$ cat config.mk
export PLATFORM = sky130hd
export DESIGN_NAME = parity_seq_check
export DESIGN_NICKNAME = d
export VERILOG_FILES = /design/src/rtl/receive_checker_pkg.sv /design/src/rtl/receive_checker_parity_seq_check.sv
export SDC_FILE = /design/constraint.sdc
export NUM_CORES = 1
export LEC_CHECK = 0
export ABC_AREA = 1
export CORE_AREA = 2 2 39 41
export DETAILED_ROUTE_END_ITERATION = 10
export DIE_AREA = 0 0 41 43
export DONT_BUFFER_PORTS = 1
export PLACE_DENSITY = 0.56
export SYNTH_ARGS = -nofsm -noshare
export SYNTH_HDL_FRONTEND = slang
export SYNTH_SLANG_ARGS = --single-unit
$ cat constraint.sdc
create_clock -name vclk -period 1.4
set_clock_uncertainty 0.05 [all_clocks]
set_input_delay 0.14 -clock vclk [all_inputs]
set_output_delay 0.14 -clock vclk [all_outputs]
set_load 0.03 [all_outputs]
$ cat src/rtl/receive_checker_pkg.sv
// receive_checker_pkg: shared widths, FSM encoding and sequence increment for the receive checker.
package receive_checker_pkg;
    localparam int WORD_W = 10;
    localparam int DATA_W = 9;
    localparam logic [DATA_W-1:0] SEQ_INC = 9'd1;
    typedef enum logic {
        ST_HUNT   = 1'b0,
        ST_LOCKED = 1'b1
    } state_t;
endpackage

$ cat src/rtl/receive_checker_parity_seq_check.sv
// parity_seq_check: combinational parity and count-sequence check of one channel word.
module parity_seq_check
    import receive_checker_pkg::*;
(
    input  logic [WORD_W-1:0] i_word,
    input  logic [DATA_W-1:0] i_prev,
    input  logic              i_prev_valid,
    output logic              o_parity_err,
    output logic              o_seq_err
);
    logic [DATA_W-1:0] w_count;
    logic [DATA_W-1:0] w_next;
    assign w_count      = i_word[DATA_W-1:0];
    // 9-bit addition wraps 511 to 0, which is a legal step
    assign w_next       = i_prev + SEQ_INC;
    assign o_parity_err = ^i_word;
    assign o_seq_err    = i_prev_valid && (w_count != i_prev) && (w_count != w_next);
endmodule

### Word-level counts from Yosys, hierarchy flattened

Index checks and enable logic that the tools add are counted.

| cells by class | value |
|---|---|
| reductions and logical operators | 3 |
| add/sub/neg operators | 1 |
| equal/unequal tests | 2 |

Operators by type and width:

| operator | number |
|---|---|
| $ne A9 B9 Y1 | 2 |
| $reduce_xor A10 Y1 | 1 |
| $add A9 B1 Y9 const B | 1 |
| $logic_and A1 B1 Y1 | 2 |

| word-level totals | value |
|---|---|
| flip-flop bits (word level) | 0 |
| logic and storage cells | 6 |
| output and inout port bits | 2 |
| input bits | 20 |

### Longest topological paths before layout

Gate-level depths: netlist (run 1).

| logic depth | value |
|---|---|
| depth after elaboration | 3 |
| depth in mapped cells | 10 |
| depth with buffers taken out | 10 |

### Least setup slack after synthesis (run 1)

Ideal clock, no wire load.

| path | value |
|---|---|
| kind | input port to output port |
| start point | input port i_prev[0] |
| end point | output port o_seq_err |
| data arrival time | 1175 ps |
| required time | 1210 ps |
| path slack | 35 ps |
| stages | 9 |
| cells stage by stage | ha_1 -> nand3_1 -> nor2_1 -> nand3_1 -> nand2_1 -> inv_1 -> nand2_1 -> nor2_1 -> nor2_1 |

| on the way | value |
|---|---|
| cells in the longest elaborated chain, start to end | 3 |
| elaborated cells between the ends (all ways) | 5 |
| those cells by class | add/sub: 1; eq/ne: 2; reduce/logical: 2 |

RTL lines:

| element | line | RTL |
|---|---|---|
| start, declared | receive_checker_parity_seq_check.sv:6 | `input logic [DATA_W-1:0] i_prev,` |
| $add A9 B1 Y9 or $ne A9 B9 Y1 (tied branches) | receive_checker_parity_seq_check.sv:15, receive_checker_parity_seq_check.sv:17 |  |
| $ne A9 B9 Y1 or $logic_and A1 B1 Y1 (tied branches) | receive_checker_parity_seq_check.sv:17 | `assign o_seq_err = i_prev_valid && (w_count != i_prev) && (w_count != w_next);` |
| $logic_and A1 B1 Y1 * | receive_checker_parity_seq_check.sv:17 |  |
| end, declared | receive_checker_parity_seq_check.sv:9 | `output logic o_seq_err` |

Every way passes the cells marked *; elsewhere a longest branch is shown, timed or not.

### Worst setup path in the final report (run 1)

| path | value |
|---|---|
| start point | input port i_prev[1] |
| end point | output port o_seq_err |

The elaborated chain is that of the path after synthesis.

==> results of run 1 <==
## cell type report
cell class / count / area [um2] / area share [%]
timing repair buffer: 1 / 7.507 / 1.319
multi-input combinational: 95 / 455.4 / 80.00
inverter: 23 / 86.33 / 15.16
tap: 16 / 20.02 / 3.516
## worst max path at each step
stage	depth (start not counted)	to	slack [ps]	start
6_report	11	o_seq_err	40	i_prev[1]
4_1_cts	11	o_seq_err	50	i_prev[0]
3_5_place_dp	11	o_seq_err	50	i_prev[0]
2_1_floorplan	9	o_seq_err	30	i_prev[0]
3_3_place_gp	11	o_seq_err	60	i_prev[0]
5_1_grt	11	o_seq_err	-40	i_prev[1]
## cells in the mapped netlist (all sizes together)
master / count
o21ai: 1
nand3b: 1
nor3: 2
and3: 1
nand2: 57
nand3: 10
ha: 1
xor2: 2
xnor2: 7
inv: 23
nor2: 12
or2: 1
## power groups by stage
stage / Combinational (W) / Sequential (W) / Clock [W]
after detailed placement: 0.000173 / 0 / 0
final: 0.000176 / 0 / 0
after floorplan: 0.000149 / 0 / 0
after global placement: 0.000170 / 0 / 0
after global routing: 0.000204 / 0 / 0
after CTS: 0.000173 / 0 / 0
## worst min-delay path: cells and delay by family
| kind | cells | cell delay (ps) |
|---|---|---|
| simple gates | 2 | 70 |
| buf+inv | 1 | 150 |
## cell families after synthesis
| logic type | synth area share [%] |
|---|---|
| xor+xnor | 15.04 |
| fa+ha+maj | 2.386 |
| simple gates | 65.16 |
| buf+inv | 16.47 |
| compound gates | 0.9537 |
## metrics by stage
step / cells / setup WS, ps / hold WS [ps] / util (%)
floorplan: 118 / 34.83 / 395.1 / -
detailed placement: 135 / 47.08 / 465.0 / 39.87
global placement: 135 / 57.60 / 465.5 / 39.87
finish: 135 / 39.93 / 461.0 / 41.14
CTS: 135 / 45.10 / 465.3 / 39.87
global route: 135 / -44.38 / 486.4 / 41.14
## placed cells by master (no fill, tap or decap)
cell type	Yosys	final
and3_1	1	1
buf_4	0	1
ha_4	0	1
inv_1	23	22
inv_2	0	1
nand2_1	57	56
nand2_2	0	1
nand3_1	10	10
nand3b_1	1	1
nor2_1	11	10
nor2_2	1	2
nor3_1	2	2
o21ai_0	1	1
or2_1	1	1
xnor2_1	7	7
xor2_1	2	2
## per-layer routing
layer,global-route usage [%],up-vias
met5,0,-
li1,-,350
met4,0,0
met2,27.19,12
met3,0.5236,0
met1,19.94,268
## repair_timing
| action | in CTS | in global routing |
|---|---|---|
| setup endpoints to repair | 0 | 1 |
| gates resized for setup | 0 | 4 |
| endpoints found under the hold margin | 0 | 0 |
==> impl_metrics.ini, run 1 <==
[global_route]
grt_remaining_overflow = 0
antenna_found_initial = 0
grt_max_degree = 7
grt_use_total_pct = 15.08
grt_pass1_vias = 568
grt_pass1_wl_um = 1994

[drt]
highest_layer = met3
m1WireLength_um = 514
drc = 0
vias = 630
avgRoutedWirePerCell_um = 8.844
drt_iter0_markers = 8
dr_wl_met2_um = 625
met3WireLength_um = 54
vias_per_cell = 4.667
routed_wl_um = 1194
ant_nets = 0
drt-pass1-iter-count = 4

[worst_setup_path]
critical_path_required_ps = 1210
cp_data_arrival_time_ps = 1170
path_common_cell = nor2_1
critPathBufInv = 2
critPathLaunchType = primary input
slowest_stage = ha_4
worst_path_dominant_cell_family = simple AND/OR/NAND/NOR gates
path_max_fanout = 3
crit_type = primary input to output port
cp_slowest_stage_delay_ps = 250
worstSetupEndpointType = output port
crit_path_cell_trace = ha_4, inv_2, nand2_2, nand2_1, nor2_1, nand2_1, nor2_1, nand3_1, nor2_1, nor2_1, buf_4

[logic_synthesis]
synth.area.top_cells = nand2_1 (41%), inv_1 (16%), xnor2_1 (12%), nand3_1 (9.5%), nor2_1 (7.9%)
avgSynthCellArea_um2 = 4.443
synth_fp_nets = 139
syn_inst = 118
synth_cell_types = 13
synth_top_area_share_pct = 40.81
ys_warn_count = 0
netlist_area_um2 = 524.3
synth-seq-area-share_pct = 0
yosys.area.top_type = nand2_1

[power]
p_leak_nw = 0.3615
p_switching_w = 0.0001056
clkPwrFrac_pct = 0
power_frac_comb_pct = 100.0
p_sw_share_pct = 59.91
p_seq_share_pct = 0
p_int_w = 0.00007066
power_w = 0.0001763
powerDensity_mw_per_mm2 = 309.6
ir_worst_vdd_mv = 0.1178

[floorplan]
initial_core_util_pct = 37.88
ios = 22
die_y_um = 43
row_count = 14
die_area_mm2 = 0.001763
dieWidth_um = 41
core_mm2 = 0.001384

[final_layout]
final_area_um2 = 569.3
diodes = 0
synthToLayoutAreaGrowth_pct = 8.592
fin_nets = 142
nClkBuffers = 0
drive_above_1_share_pct = 5.042
fill_cells = 153
register_area_um2 = 0
seq_cells = 0

[worst_hold_path]
hold_path.class = primary input to output port
hold_depth = 3
hold_path_end = o_seq_err
min_from = i_prev_valid

[sta]
maxSlewViolCount = 0
fin_crit_sh_pct = 97.15
tightest_slew_ps = 295.2
max_slew_margin_pct = 80.27
clock.fmax_ghz = 0.7353
final.setup.tns_ps = 0
rsz0062_at_grt = true
hold_viol = 0
layout_min_cycle_time_ps = 1360
setup_viol = 0

[run]
max_cap_viol_count = 0

[clocking]
cts_hold_buf = 0
cts_setup_buffers = 0

[placement]
dp_hpwl_um = 1054
gp_congestion = 0.8343
portBuffers = 0
placed_area_um2 = 551.8

[status]
run_status = finished clean
(Power assumes the default switching activity.)
==> run 2: changes to the inputs <==
==> constraint.sdc (replaced) <==
create_clock -name vclk -period 1.4
set_clock_uncertainty 0.05 [all_clocks]
set_input_delay 0.28 -clock vclk [all_inputs]
set_output_delay 0.28 -clock vclk [all_outputs]
set_load 0.03 [all_outputs]
==> run 2 against run 1 <==
Compared with the run above:
- the run now ends with setup timing left
- via count is 0.79% lower
- cell count stayed put
- worst setup slack worse by 140 ps
- global-route usage is 1.2 points lower
- wire length is 3.3% lower
- maximum frequency is 9.5% lower
- first-iteration DRC count rose to 2.8 times the previous value
- non-clock buffer count unchanged
- die area unchanged
- flip-flop and latch count is the same
- critical path type unchanged
- critical endpoint unchanged
==> impl_metrics.ini, run 2 (synthesized netlist as in run 1, its figures left out) <==
[final_layout]
register_area_um2 = 0
most-common-layout-cells = nand2_1 (54), inv_1 (22), nand3_1 (10)
finalNonFillerCells = 135
drive_above_1_share_pct = 7.563
nClkBuffers = 0
final_common_cell = nand2_1
diodes = 0
fin_nets = 142
synthToLayoutAreaGrowth_pct = 11.93
seq_cells = 0

[placement]
portBuffers = 0
dp_hpwl_um = 1037
gp_congestion = 0.7949
place_inst = 135
place_ws_ps = -159.7

[status]
failed_checks = setup timing
run_status = finished with violations

[worst_hold_path]
hold_path.class = primary input to output port
min_from = i_prev_valid
hold_path_end = o_seq_err
hold_depth = 2

[power]
clkPwrFrac_pct = 0
p_leak_nw = 0.3646
p_int_w = 0.00007684
p_switching_w = 0.0001138
power_frac_comb_pct = 100.0
p_sw_share_pct = 59.68
p_seq_share_pct = 0
powerDensity_mw_per_mm2 = 324.8
power_w = 0.0001906
ir_worst_vdd_mv = 0.1252

[global_route]
grtUsageMet2_pct = 25.31
grt_remaining_overflow = 0
grt_most_used_layer = met2
grt_use_met1_pct = 16.46
grt_max_degree = 7
use_met3_pct = 3.141
grt_pass1_wl_um = 1821
grt_pass1_vias = 517
antenna_found_initial = 0
grt_use_total_pct = 13.89

[worst_setup_path]
slowest_stage = ha_4
crit_path_cell_trace = ha_4, inv_2, nand2_2, nand2_1, nor2_1, nand2_1, nor2_1, nand3_1, nor2_2, nor2_4
critPathBufInv = 1
path_max_fanout = 3
worstSetupEndpointType = output port
crit_type = primary input to output port
cp_slowest_stage_delay_ps = 250
worst_path_dominant_cell_family = simple AND/OR/NAND/NOR gates
cp_data_arrival_time_ps = 1170
critPathLaunchType = primary input
critical_path_required_ps = 1070

[sta]
maxSlewViolCount = 0
setup_viol = 1
rsz0062_at_grt = true
setup_ws_ps = -103.4
layout_min_cycle_time_ps = 1503
fin_crit_sh_pct = 107.4
clock.fmax_ghz = 0.6652
tightest_slew_ps = 224.9
hold_viol = 0
max_slew_margin_pct = 84.99

[drt]
routed_wl_um = 1155
ant_nets = 0
avgRoutedWirePerCell_um = 8.556
drc = 0
vias_per_cell = 4.630
vias = 625
drt_iter0_markers = 22
drt-pass1-iter-count = 4

[floorplan]
initial_core_util_pct = 37.88
dieWidth_um = 41
die_area_mm2 = 0.001763
core_mm2 = 0.001384
row_count = 14
die_y_um = 43
ios = 22

[clocking]
cts_setup_buffers = 0
cts_hold_buf = 0

[run]
max_cap_viol_count = 0
run 2: metal layers:
| layer | wire length, um | part of all wire (%) | vias up |
|---|---|---|---|
| met4 | 0 | 0 | 0 |
| met3 | 68 | 5.9 | 0 |
| met1 | 549 | 48 | 261 |
| met5 | 0 | 0 | - |
| met2 | 538 | 47 | 14 |
| li1 | - | - | 350 |
run 2: how the worst max path moves through the flow:
stage | cells past startpoint | from | end
finish | 10 | i_prev[1] | o_seq_err
global placement | 9 | i_prev[0] | o_seq_err
detailed placement | 10 | i_prev[0] | o_seq_err
floorplan | 10 | i_prev[0] | o_seq_err
global route | 10 | i_prev[1] | o_seq_err
CTS | 10 | i_prev[1] | o_seq_err
run 2: repair_timing:
action | CTS | global route
pin swaps | 0 | 0
endpoints found under the setup margin | 2 | 2
resized for setup | 3 | 3
run 2: stage by stage:
stage	setup TNS [ps]	hold slack (ps)	cell area, um2	utilization [%]
finish	-103.4	669.6	586.8	42.41
global placement	-151.3	669.0	561.8	40.60
global route	-221.5	689.4	586.8	42.41
CTS	-113.3	672.3	576.8	41.68
floorplan	-66.94	666.3	534.3	-
detailed placement	-168.3	672.0	561.8	40.60
run 2: power groups by stage:
stage / combinational (W) / clock, W / sequential (W)
after floorplan: 0.000151 / 0 / 0
after global placement: 0.000171 / 0 / 0
after detailed placement: 0.000173 / 0 / 0
after CTS: 0.000181 / 0 / 0
after global routing: 0.000217 / 0 / 0
final: 0.000191 / 0 / 0
run 2: layout make-up:
class,instances,area [um2]
inverters,23,86.33
multi-input cells,95,473.0
well taps,16,20.02
repair buffers,1,7.507
fillers,163,797.0
